File: config.mk
export PLATFORM = sky130hd
export DESIGN_NAME = rate_divider
export DESIGN_NICKNAME = d
export VERILOG_FILES = /design/src/rtl/rate_divider_pkg.sv /design/src/rtl/rate_divider.sv
export SDC_FILE = /design/constraint.sdc
export NUM_CORES = 1
export LEC_CHECK = 0
export CELL_PAD_IN_SITES_DETAIL_PLACEMENT = 0
export CELL_PAD_IN_SITES_GLOBAL_PLACEMENT = 1
export CORE_MARGIN = 5
export CORE_UTILIZATION = 43
export CTS_CLUSTER_SIZE = 30
export DETAILED_ROUTE_END_ITERATION = 16
export PLACE_DENSITY_LB_ADDON = 0.05
export SYNTH_ARGS = -nofsm -noshare
export SYNTH_HDL_FRONTEND = slang
export SYNTH_SLANG_ARGS = --single-unit
File: constraint.sdc
create_clock -name Clock -period 3.5 [get_ports Clock]
set_input_delay 0.525 -clock Clock [delete_from_list [all_inputs] [get_ports Clock]]
set_output_delay 0.525 -clock Clock [all_outputs]
set_load 0.01 [all_outputs]
File: src/rtl/rate_divider_pkg.sv
// Shared constants and the divisor helper for rate_divider.
package rate_divider_pkg;

  localparam logic [1:0] SPEED_FULL       = 2'b00;
  localparam logic [1:0] SPEED_1HZ        = 2'b01;
  localparam logic [1:0] SPEED_HALF_HZ    = 2'b10;
  localparam logic [1:0] SPEED_QUARTER_HZ = 2'b11;

  // Wide enough that 4*freq-1 never overflows for any 32-bit freq.
  localparam int DIV_W = 34;

  typedef enum logic {
    ST_UNLOADED = 1'b0,
    ST_RUNNING  = 1'b1
  } state_e;

  function automatic logic [DIV_W-1:0] divisor_minus1(input logic [1:0] speed,
                                                      input int unsigned freq);
    logic [DIV_W-1:0] f;
    logic [DIV_W-1:0] result;
    f = DIV_W'(freq);
    result = '0;
    case (speed)
      SPEED_FULL:       result = '0;
      SPEED_1HZ:        result = f - 1'b1;
      SPEED_HALF_HZ:    result = (f << 1) - 1'b1;
      SPEED_QUARTER_HZ: result = (f << 2) - 1'b1;
      default:          result = '0;
    endcase
    return result;
  endfunction

endpackage

File: src/rtl/rate_divider.sv
// Clock-rate divider emitting a one-cycle Enable pulse every D(Speed) cycles.
// Optional saturating pulse counter behind RATE_DIVIDER_PULSE_COUNT_EN.
module rate_divider
  import rate_divider_pkg::*;
#(
  parameter int CLOCK_FREQUENCY = 50000000,
  parameter int CNT_W           = $clog2(4 * CLOCK_FREQUENCY)
) (
  input  logic        Clock,
  input  logic        Resetn,
  input  logic        Run,
  input  logic        Clear,
  input  logic [1:0]  Speed,
  output logic        Enable,
  output logic [15:0] PulseCount
);

  state_e           state_q, state_d;
  logic [CNT_W-1:0] count_q, count_d;
  logic [1:0]       speed_q, speed_d;
  logic             enable_q, enable_d;

  logic [DIV_W-1:0] reload_new;
  logic [DIV_W-1:0] reload_cur;

  assign reload_new = divisor_minus1(Speed, CLOCK_FREQUENCY);
  assign reload_cur = divisor_minus1(speed_q, CLOCK_FREQUENCY);

  // Branch order below is the priority order: load, clear, speed change, pause, pulse, count.
  always_comb begin
    state_d  = state_q;
    count_d  = count_q;
    speed_d  = speed_q;
    enable_d = 1'b0;
    if (state_q == ST_UNLOADED) begin
      count_d = reload_new[CNT_W-1:0];
      speed_d = Speed;
      state_d = ST_RUNNING;
    end else if (Clear || (Speed != speed_q)) begin
      count_d = reload_new[CNT_W-1:0];
      speed_d = Speed;
    end else if (!Run) begin
      count_d = count_q;
    end else if (count_q == '0) begin
      enable_d = 1'b1;
      count_d  = reload_cur[CNT_W-1:0];
    end else begin
      count_d = count_q - 1'b1;
    end
  end

  always_ff @(posedge Clock or negedge Resetn) begin
    if (!Resetn) begin
      state_q  <= ST_UNLOADED;
      count_q  <= '0;
      speed_q  <= SPEED_FULL;
      enable_q <= 1'b0;
    end else begin
      state_q  <= state_d;
      count_q  <= count_d;
      speed_q  <= speed_d;
      enable_q <= enable_d;
    end
  end

  assign Enable = enable_q;

`ifdef RATE_DIVIDER_PULSE_COUNT_EN
  logic [15:0] pulse_cnt_q, pulse_cnt_d;

  // Clear wins over any increment; a speed change leaves the count alone.
  always_comb begin
    pulse_cnt_d = pulse_cnt_q;
    if (Clear) begin
      pulse_cnt_d = '0;
    end else if (enable_d && (pulse_cnt_q != 16'hFFFF)) begin
      pulse_cnt_d = pulse_cnt_q + 16'd1;
    end
  end

  always_ff @(posedge Clock or negedge Resetn) begin
    if (!Resetn) begin
      pulse_cnt_q <= '0;
    end else begin
      pulse_cnt_q <= pulse_cnt_d;
    end
  end

  assign PulseCount = pulse_cnt_q;
`else
  assign PulseCount = 16'h0000;
`endif

endmodule

-- After elaboration in Yosys (flattened, before gate mapping)
Cells that the tools add are included.
- register bits: 32
- output and inout bits: 17
- word-level logic and storage cells: 30
- equal/unequal tests: 9
- $add $sub $neg: 1
- multiplexer cells: 12
- reduce and logical (&&, ||, !) cells: 4
- operators with widths (kind ; number):
    $pmux 28 s4 ; 2
    $mux 28 ; 4
    $logic_not 28->1 ; 1
    $sub 28x1->28 const B ; 1
    $eq 2x2->1 const B ; 4
    $eq 2x1->1 const B ; 2
    $logic_not 2->1 ; 2
    $mux 1 ; 4
    $mux 2 ; 2
    $ne 3x2->1 const B ; 1
    $ne 2x1->1 const B ; 1
    $ne 2x2->1 ; 1
    $logic_or 1x1->1 ; 1

-- Longest topological paths before layout
- depth in word-level cells: 6
- depth in mapped cells: 9
- gate-level depth less buffers: 8

-- Least setup slack after synthesis
Ideal clock, no wire load.
- path type: register to register
- from: register count_q[8]
- to: register count_q[12]
- path buffers: 2
- clock period less this slack: 2776 ps
- data arrival time: 2644 ps
- setup time: 132 ps
- stages on the path, launching flop included: 9
- path slack: 724 ps
- cell sequence: dfrtp_1 or4_1 buf_2 or3_1 buf_2 or4_4 mux2_1 a22oi_1 o21ai_1
- longest elaborated chain between the ends: 5
- ends and longest elaborated chain (what ; RTL line ; text):
    start, declared ; rate_divider.sv:19 ; logic [CNT_W-1:0] count_q, count_d;
    start signal, assigned ; rate_divider.sv:60 ; count_q <= count_d;
    $sub 28x1->28 or $logic_not 28->1 (tied branches) ; rate_divider.sv:48, rate_divider.sv:44 ;
    $mux 28 * ; rate_divider.sv:44 ; end else if (count_q == '0) begin
    $mux 28 * ; rate_divider.sv:42 ; end else if (!Run) begin
    $mux 28 * ; rate_divider.sv:39 ; end else if (Clear || (Speed != speed_q)) begin
    $mux 28 * ; rate_divider.sv:35 ; if (state_q == ST_UNLOADED) begin
Mark *: on every way between the ends. The rest lies on a longest branch, timed or not. The select of a mux whose other input is x is not followed.
A chain may end at the register's enable or synchronous reset.

-- Worst setup path in the final report
Ends and elaborated chain as after synthesis.

==> results.sh <==
export IMPL_synth_compound_area_share_pct=25.55
export IMPL_dp_hpwl_um=4893
export IMPL_drt_pass1_iter_count=4
export IMPL_drc_errors=0
export IMPL_viasPerCell=5.791
export IMPL_critPathLaunchType="register"
export IMPL_status="complete, no violations"
export IMPL_worstSetupEndpointType="register"
export IMPL_holdWs_ns=0.5198
export IMPL_antenna_found_initial=0
export IMPL_grt_pass1_wl_um=10560
export IMPL_maxSlewHeadroom_pct=52.44
export IMPL_grt_pass1_vias=2044
export IMPL_synth_top_family_by_area="compound AO/OA/AOI/OAI gates"
export IMPL_placed_cell_area_sq_mm=0.002439
export IMPL_fin_area_sq_mm=0.002507
export IMPL_area_delta_synth_final_pct=7.108
export IMPL_min_period_ns=2.947
export IMPL_antenna_left=0
export IMPL_htreeDepth=2
export IMPL_critPathMaxStageDelay_ns=0.65
export IMPL_power_density_mw_per_mm2=335.9
export IMPL_root_buffer="clkbuf_8"
export IMPL_drt_first_iter_violations=138
export IMPL_track_usage_pct=18.83
export IMPL_die_h_um=83.79
export IMPL_cts_tree="yes"
export IMPL_clk_latency_ns=0.28
export IMPL_yosys_warnings=0
export IMPL_synthTopCellsByArea="dfrtp_1, o21ai_0, ha_1"
export IMPL_cts_num_sinks=32
export IMPL_num_rows=26
export IMPL_cts_resized=0
export IMPL_synth_area_sq_mm=0.002341
export IMPL_hold_viol_final=0
export IMPL_gp_congestion=0.8929
export IMPL_yosysTopAreaCell="dfrtp_1"
export IMPL_overflow=0
export IMPL_die_w_um=83.79
export IMPL_yosys_register_bits=32
export IMPL_critPathMaxFanout=7
export IMPL_worst_clock_skew_ns=0.005430
export IMPL_cts_clk_slew_worst_paths_ns=0.06
export IMPL_worst_slack_ns=0.5534
export IMPL_cap_viol_max_count=0
export IMPL_critPathArrivalTime_ns=3.11
export IMPL_avgSynthCellArea_sq_um=8.331
export IMPL_routed_wirelength_um=6428
export IMPL_antenna_cells=0
export IMPL_grt_max_degree=33
export IMPL_rsz0062_at_grt="false"
export IMPL_initial_core_util_pct=44.98
export IMPL_ios=23
export IMPL_drive_above_1_share_pct=8.997
export IMPL_fin_util_pct=48.17
export IMPL_fill_cells=531
export IMPL_synth_edf_count=0
export IMPL_place_ws_ns=0.5622
export IMPL_hold_buffers=0
export IMPL_vias=2079
export IMPL_wl_per_cell_um=17.91
export IMPL_setup_violations=0
export IMPL_tns_ns=0
export IMPL_ir_drop_mv=0.2377
export IMPL_cp_data_required_time_ns=3.66
export IMPL_synth_seq_area_share_pct=34.21
export IMPL_nets=307
export IMPL_synth_top_area_share_pct=34.21
export IMPL_synth_ff_type="dfrtp_1"
export IMPL_crit_chain="or4_1, or3_1, or4_4, mux2_1, a22oi_1, o21ai_1"
export IMPL_synthMuxAreaShare_pct=0.4810
export IMPL_holdCritPathClass="reg -> reg"
export IMPL_fin_crit_sh_pct=84.19
export IMPL_synth_xor_area_share_pct=1.497
export IMPL_slowest_stage="or4_1"
export IMPL_synth_simple_area_share_pct=23.41
export IMPL_path_class="reg -> reg"
export IMPL_async_flop_share_pct=100.0
export IMPL_synthAdderAreaFrac_pct=5.345
export IMPL_cts_setup_buffers=0
export IMPL_clock_fmax_mhz=339.4
export IMPL_cts_buffers=5
export IMPL_clockBufferDepth=2
export IMPL_yosysUniqueCellTypes=54
export IMPL_p_leak_nw=1.006
export IMPL_io_buffers=6
export IMPL_die_area_sq_mm=0.007020
export IMPL_worstMarginPinSlew_ns=0.7108
export IMPL_drv_slew=0
export IMPL_coreArea_sq_mm=0.005205
export IMPL_synthCells=281
==> through the flow <==
step	power [mW]	instances
after global placement	0.5917	354
after global routing	0.8930	359
after CTS	0.8529	359
after floorplan	0.5488	296
after detailed placement	0.5890	354
final	0.8423	359
==> flip-flops by register name, indices dropped and copies added (netlist names) <==
| signal | cells |
|---|---|
| count_q | 28 |
| speed_q | 2 |
| Enable | 1 |
| state_q | 1 |
==> cells by family (layout without fill, tap and decap cells) <==
| group | count (synthesis) | count (layout) |
|---|---|---|
| fa+ha+maj | 10 | 10 |
| other cells | 2 | 17 |
| simple gates | 101 | 101 |
| xor+xnor | 4 | 4 |
| buf+inv | 38 | 31 |
| compound gates | 93 | 93 |
| flops | 32 | 32 |
| mux | 1 | 1 |
==> power breakdown <==
group | switching (mW) | total (mW) | leakage [nW] | internal, mW
logic | 0.0909 | 0.150 | 0.594 | 0.0594
registers | 0.0365 | 0.435 | 0.375 | 0.398
clock network | 0.129 | 0.257 | 0.0359 | 0.128
total | 0.256 | 0.842 | 1.01 | 0.586
==> path summary, 6_finish.rpt <==
check / from / endpoint / slack, ns / cells past startpoint
max: count_q[8]$_DFFE_PN0P_ / count_q[12]$_DFFE_PN0P_ / 0.55 / 6
min reg2reg: count_q[11]$_DFFE_PN0P_ / count_q[11]$_DFFE_PN0P_ / 0.52 / 2
max reg2reg: count_q[8]$_DFFE_PN0P_ / count_q[12]$_DFFE_PN0P_ / 0.55 / 6
min: count_q[11]$_DFFE_PN0P_ / count_q[11]$_DFFE_PN0P_ / 0.52 / 2
min in group asynchronous: Resetn / count_q[0]$_DFFE_PN0P_ / 0.66 / 2
max in group asynchronous: Resetn / count_q[27]$_DFFE_PN0P_ / 2.53 / 2
==> cell type report <==
| class | instances | area (sq um) | area share [%] |
|---|---|---|---|
| Clock buffer | 5 | 68.82 | 2.745 |
| Sequential cell | 32 | 800.8 | 31.94 |
| Tap cell | 70 | 87.58 | 3.493 |
| Multi-Input combinational cell | 226 | 1381 | 55.09 |
| Inverter | 11 | 41.29 | 1.647 |
| Timing Repair Buffer | 15 | 127.6 | 5.090 |
==> worst max-delay path, delay by kind of cell (launching register included) <==
kind | cells | cell delay [ns]
muxes | 1 | 0.33
and+or+nand+nor | 3 | 1.81
DFF | 1 | 0.43
AOI/OAI and AO/OA | 2 | 0.26
==> cells in the final DEF, fill, tap and decap left out, drive strengths merged, types with 9 or more instances in the layout <==
| cell type | instances |
|---|---|
| dfrtp | 32 |
| o21ai | 32 |
| nor2 | 27 |
| a21oi | 20 |
| conb | 17 |
| nand2 | 16 |
| inv | 11 |
| nor3 | 11 |
| ha | 10 |
| buf | 9 |
| nor4 | 9 |
==> routing by layer <==
metal | vias to the layer above | routed length [um] | part of all wire, % | GRT usage, %
met5 | - | 0 | 0 | 0
met4 | 0 | 107 | 1.7 | 5.848
met3 | 9 | 298 | 4.6 | 3.159
met2 | 56 | 2950 | 46 | 29.28
met1 | 991 | 3071 | 48 | 26.61
li1 | 1023 | - | - | -
==> cell usage after synthesis, types with 6 or more instances <==
cell,count
buf_4,16
nor2_1,27
nor3_1,11
a21oi_1,20
o21ai_0,27
nand2_1,15
a31oi_1,8
inv_1,11
clkbuf_1,6
ha_1,10
nand3_1,8
nor4_1,8
dfrtp_1,32
Power figures use the tool's default switching activity.
